==> src/rtl/fifo_rd_packer.sv <==
// fifo_rd_packer: drains a synchronous FIFO and packs PACK words per output beat,
// with a flush that forces out any partial beat marked m_last.
module fifo_rd_packer #(
    parameter int DATA_WIDTH = 8,
    parameter int PACK       = 4
) (
    input  logic                       clk,
    input  logic                       rst_n,
    input  logic                       fifo_empty,
    input  logic [DATA_WIDTH-1:0]      fifo_rd_data,
    output logic                       fifo_rd_en,
    input  logic                       flush,
    output logic                       flush_busy,
    output logic                       m_valid,
    input  logic                       m_ready,
    output logic [DATA_WIDTH*PACK-1:0] m_data,
    output logic [PACK-1:0]            m_keep,
    output logic                       m_last
);
    localparam int CW = $clog2(PACK) + 1;
    localparam int LW = (PACK > 1) ? $clog2(PACK) : 1;
    localparam logic [CW:0]   FULL_W = PACK[CW:0];
    localparam logic [CW-1:0] FULL_C = PACK[CW-1:0];

    typedef enum logic [1:0] {RUN, FL_WAIT, FL_EMIT} state_t;

    state_t                          state_q, state_d;
    logic [CW-1:0]                   asm_cnt_q, asm_cnt_d;
    logic [CW:0]                     cnt_land;
    logic                            inflight_q;
    logic [PACK-1:0][DATA_WIDTH-1:0] asm_q, asm_d, part;
    logic [PACK-1:0][DATA_WIDTH-1:0] m_data_q, m_data_d;
    logic [PACK-1:0]                 m_keep_q, m_keep_d, keep_part;
    logic                            m_valid_q, m_valid_d, m_last_q, m_last_d;
    logic                            out_free, load_full, load_part;

    always_comb begin
        out_free   = !m_valid_q || m_ready;
        // Count includes the read in flight so we never over-request past one beat.
        cnt_land   = {1'b0, asm_cnt_q} + {{CW{1'b0}}, inflight_q};
        fifo_rd_en = rst_n && !fifo_empty && state_q == RUN && !flush && cnt_land < FULL_W;
        asm_d      = asm_q;
        if (inflight_q)
            asm_d[asm_cnt_q[LW-1:0]] = fifo_rd_data;
        load_full  = cnt_land == FULL_W && out_free;
        load_part  = state_q == FL_EMIT && out_free;
        keep_part  = ~({PACK{1'b1}} << asm_cnt_q);
        for (int k = 0; k < PACK; k++)
            part[k] = keep_part[k] ? asm_q[k] : '0;
        asm_cnt_d  = (load_full || load_part) ? '0 : cnt_land[CW-1:0];
        m_valid_d  = load_full || load_part || (m_valid_q && !m_ready);
        m_data_d   = load_full ? asm_d : load_part ? part : m_data_q;
        m_keep_d   = load_full ? '1 : load_part ? keep_part : m_keep_q;
        m_last_d   = load_full ? 1'b0 : load_part ? 1'b1 : m_last_q;
        // A flush waits out any in-flight read and any held full beat before deciding.
        state_d    = state_q == RUN     ? (flush ? FL_WAIT : RUN) :
                     state_q == FL_WAIT ? ((inflight_q || asm_cnt_q == FULL_C) ? FL_WAIT :
                                           (asm_cnt_q == '0) ? RUN : FL_EMIT) :
                                          (out_free ? RUN : FL_EMIT);
    end

    always_ff @(posedge clk or negedge rst_n) begin
        if (!rst_n) begin
            state_q    <= RUN;
            asm_cnt_q  <= '0;
            inflight_q <= 1'b0;
            asm_q      <= '0;
            m_data_q   <= '0;
            m_keep_q   <= '0;
            m_last_q   <= 1'b0;
            m_valid_q  <= 1'b0;
        end else begin
            state_q    <= state_d;
            asm_cnt_q  <= asm_cnt_d;
            inflight_q <= fifo_rd_en;
            asm_q      <= asm_d;
            m_data_q   <= m_data_d;
            m_keep_q   <= m_keep_d;
            m_last_q   <= m_last_d;
            m_valid_q  <= m_valid_d;
        end
    end

    assign flush_busy = state_q != RUN;
    assign m_valid    = m_valid_q;
    assign m_data     = m_data_q;
    assign m_keep     = m_keep_q;
    assign m_last     = m_last_q;
endmodule

==> config.mk <==
export PLATFORM = sky130hd
export DESIGN_NAME = fifo_rd_packer
export DESIGN_NICKNAME = d
export VERILOG_FILES = /design/src/rtl/fifo_rd_packer.sv
export SDC_FILE = /design/constraint.sdc
export NUM_CORES = 1
export LEC_CHECK = 0
export BUFFER_PORTS_ARGS = -buffer_cell sky130_fd_sc_hd__buf_4
export CAP_MARGIN = 20
export CORE_UTILIZATION = 53
export CTS_BUF_LIST = sky130_fd_sc_hd__clkbuf_8
export DETAILED_ROUTE_END_ITERATION = 6
export PLACE_DENSITY = 0.78
export SETUP_SLACK_MARGIN = 0.02
export SYNTH_ARGS = -nofsm -noshare
export SYNTH_HDL_FRONTEND = slang
export SYNTH_SLANG_ARGS = --single-unit
==> constraint.sdc <==
create_clock -name clk -period 2.2 [get_ports clk]
set_input_delay 0 -clock clk [delete_from_list [all_inputs] [get_ports clk]]
set_output_delay 0 -clock clk [all_outputs]
set_load 0.01 [all_outputs]
==> impl_metrics.ini <==
[run_status]
status = finished with violations
violations = DRC

[cts]
cts_root_buffer = clkbuf_8
cts_buffers = 9
post_cts_buffers = 0
htreeDepth = 3
cts_sinks = 76
insertion_delay_ns = 0.35
cts_tree = yes
clk_pin_slew_ns = 0.08
clock_path_buffers = 2

[worst_setup_path]
r2r-start = asm_cnt_q[0]
end_kind = flip-flop
critPathLaunchType = flip-flop
cpPeakStageDelay_ns = 0.54
crit_type = reg2reg
crit_buf_inv = 1
path_cells = ha_1 -> ha_4 -> or4_1 -> o211ai_2 -> buf_12 -> o221ai_2
r2r_setup_slack_ns = 0.11
arrival_ns = 2.32
cp_top_family = simple AND/OR/NAND/NOR gates
required_ns = 2.43
worst-r2r-cell-count = 6
cp_max_fo = 8
cp_slowest_cell = or4_1
r2r-end = m_data[2]

[sta]
whs_ns = 0.0838
slew_violations = 0
slew_headroom_pct = 58.5
rsz0062_at_grt = no
finalClockSkew_ns = 0.00735
tightest_slew_ns = 0.619
tns_ns = 0
finalHoldViolCount = 0
setup_viol = 0
fin_crit_sh_pct = 95.0
fmax_mhz = 478
fin_crit_ns = 2.09

[layout]
syn_to_final_growth_pct = 23.6
num-nets-final = 383
design_area_um2 = 4380
postLayoutCoreUtil_pct = 68.3
num_antenna_cells = 0
fin_cells = 449
layout-drive-gt1-share_pct = 39.0

[global_route]
grt_max_degree = 30
grt_first_pass_wirelength_um = 14100
globalRouteTotalUtil_pct = 26.2
grtUsageMet3_pct = 4.85
gr-total-overflow = 0
gr-usage-met1_pct = 37.5
busiest_layer = met2
grt_pass1_vias = 2725
met2_usage_pct = 39.0
antenna_found_initial = 0

[yosys]
ys_ff_latch = 76
yosysMostFrequentCell = dfrtp_1
ys_top_cells_by_area = dfrtp_1 (54%), mux2_2 (10%), o221ai_2 (3.4%), a21oi_1 (3.1%), mux2_4 (3.0%)
synth_top_cell_area_share_pct = 53.6
yosys.area.top_type = dfrtp_1
synth_common_cells = dfrtp_1 (76), mux2_2 (33), a21oi_1 (22), nand3_1 (21)
yosysSeqAreaShare_pct = 53.6
ys.flop_type = dfrtp_1
syn-num-nets = 310
syn_inst = 295
async_flop_share_pct = 100
ys_warn_count = 0
avgSynthCellArea_um2 = 12.0
synth_edf_count = 0
yosysUniqueCellTypes = 39
syn_area_um2 = 3550

[detailed_routing]
vias = 2677
wl_per_cell_um = 18.8
drtAntennaViolNets = 0
drc = 6
drt-pass1-iter-count = 7
routed_wl_um = 8440
drt_iter0_drc = 175
vias_per_cell = 5.96

[place]
gp_congestion = 0.793
hpwlAfterDp_um = 5520
dpl.cell_count = 422
postPlaceCellArea_um2 = 4070
io_buffers = 52

[die]
io_pins = 53
die_h_um = 83.8
fp.coreArea_um2 = 6420
fp-row-count = 29
fp.dieArea_um2 = 7030
start_util_pct = 55.3
die_w_um = 83.8

[hold_path]
min-delay-path-class = in2async

[power_and_ir_drop]
power.density_nw_per_um2 = 1360
max-vdd-ir-drop_mv = 0.620
p_leak_nw = 2.00

[flow_run]
drv_cap = 0
-- logic make-up (layout without fill, tap and decap cells) --
| group | Yosys count | count (layout) | synth area share (%) |
|---|---|---|---|
| xor+xnor | 1 | 1 | 0.247 |
| simple gates | 75 | 75 | 12.2 |
| buf+inv | 33 | 110 | 5.04 |
| flops | 76 | 76 | 53.6 |
| compound gates | 65 | 65 | 13.6 |
| mux | 43 | 43 | 14.6 |
| fa+ha+maj | 2 | 2 | 0.705 |
-- worst reg2reg max path: stages (launching register included) --
cell and delay, ns:
dfrtp_1 0.40, ha_1 0.26, ha_4 0.25, or4_1 0.54, o211ai_2 0.25, buf_12 0.17
o221ai_2 0.11
-- stage by stage --
step	total power [mW]	setup WS, ns
final	5.95	0.109
after global routing	6.33	0.0680
after CTS	5.94	0.0534
after detailed placement	4.97	-0.0864
after global placement	4.85	0.0425
after floorplan	3.94	0.111
-- per-layer routing --
metal,routed length (um),vias up
met2,4130,88
met1,3660,1350
met3,453,14
li1,-,1225
met5,0,-
met4,193,0
-- worst max path at each step --
stage	startpoint	to	slack, ns	depth (start not counted)
3_5_place_dp	asm_cnt_q[0]	m_data[16]	-0.09	5
4_1_cts	asm_cnt_q[0]	m_data[2]	0.05	6
3_3_place_gp	asm_cnt_q[0]	m_data[21]	0.04	5
2_1_floorplan	asm_cnt_q[0]	m_data[0]	0.11	5
6_report	asm_cnt_q[0]	m_data[2]	0.11	6
5_1_grt	asm_cnt_q[0]	m_data[2]	0.07	6
-- final cells by class --
| cell class | instances | area (um^2) |
|---|---|---|
| clock inverters | 5 | 30.0 |
| multi-input cells | 186 | 1490 |
| clock buffers | 10 | 138 |
| flip-flops and latches | 76 | 1900 |
| inverters | 11 | 41.3 |
| repair buffers | 84 | 686 |
| well taps | 77 | 96.3 |
| fillers | 480 | 2040 |
-- where the power goes --
group	total (mW)	switching (mW)	internal, mW
clock	0.934	0.507	0.428
combinational	2.67	1.33	1.33
sequential	2.35	0.345	2.00
total	5.95	2.18	3.77
-- sequential cells by signal, indices dropped and copies added, names as in the netlist --
signal and flops:
inflight_q 1, asm_cnt_q 3, m_data 32, m_valid 1, m_keep 4, asm_q 32
state_q 2, m_last 1
-- layout by cell type (no fill, tap or decap), drive strengths merged --
master,count
clkbuf,10
a211oi,3
o41ai,1
nor4b,8
a21bo,1
clkinvlp,1
ha,2
nand3b,2
nand3,22
a22o,8
nor3,8
o221ai,8
dlygate4sd3,12
and2,3
nand2,17
nand2b,2
nor3b,1
or2,2
o21ai,16
xnor2,1
mux2,40
a21oi,22
or4,1
clkinv,3
dfrtp,76
mux2i,3
a221o,4
buf,72
and3,1
nor2b,1
nor2,7
inv,12
o211ai,2
-- timing repair --
item                       in CTS  in global routing
pin swaps                       0                  1
resized for setup               1                  2
hold buffers                   12                  0
setup endpoints to repair      21                 17
hold endpoints to repair      112                  0
Note: power is estimated with default switching activity, not from simulation.
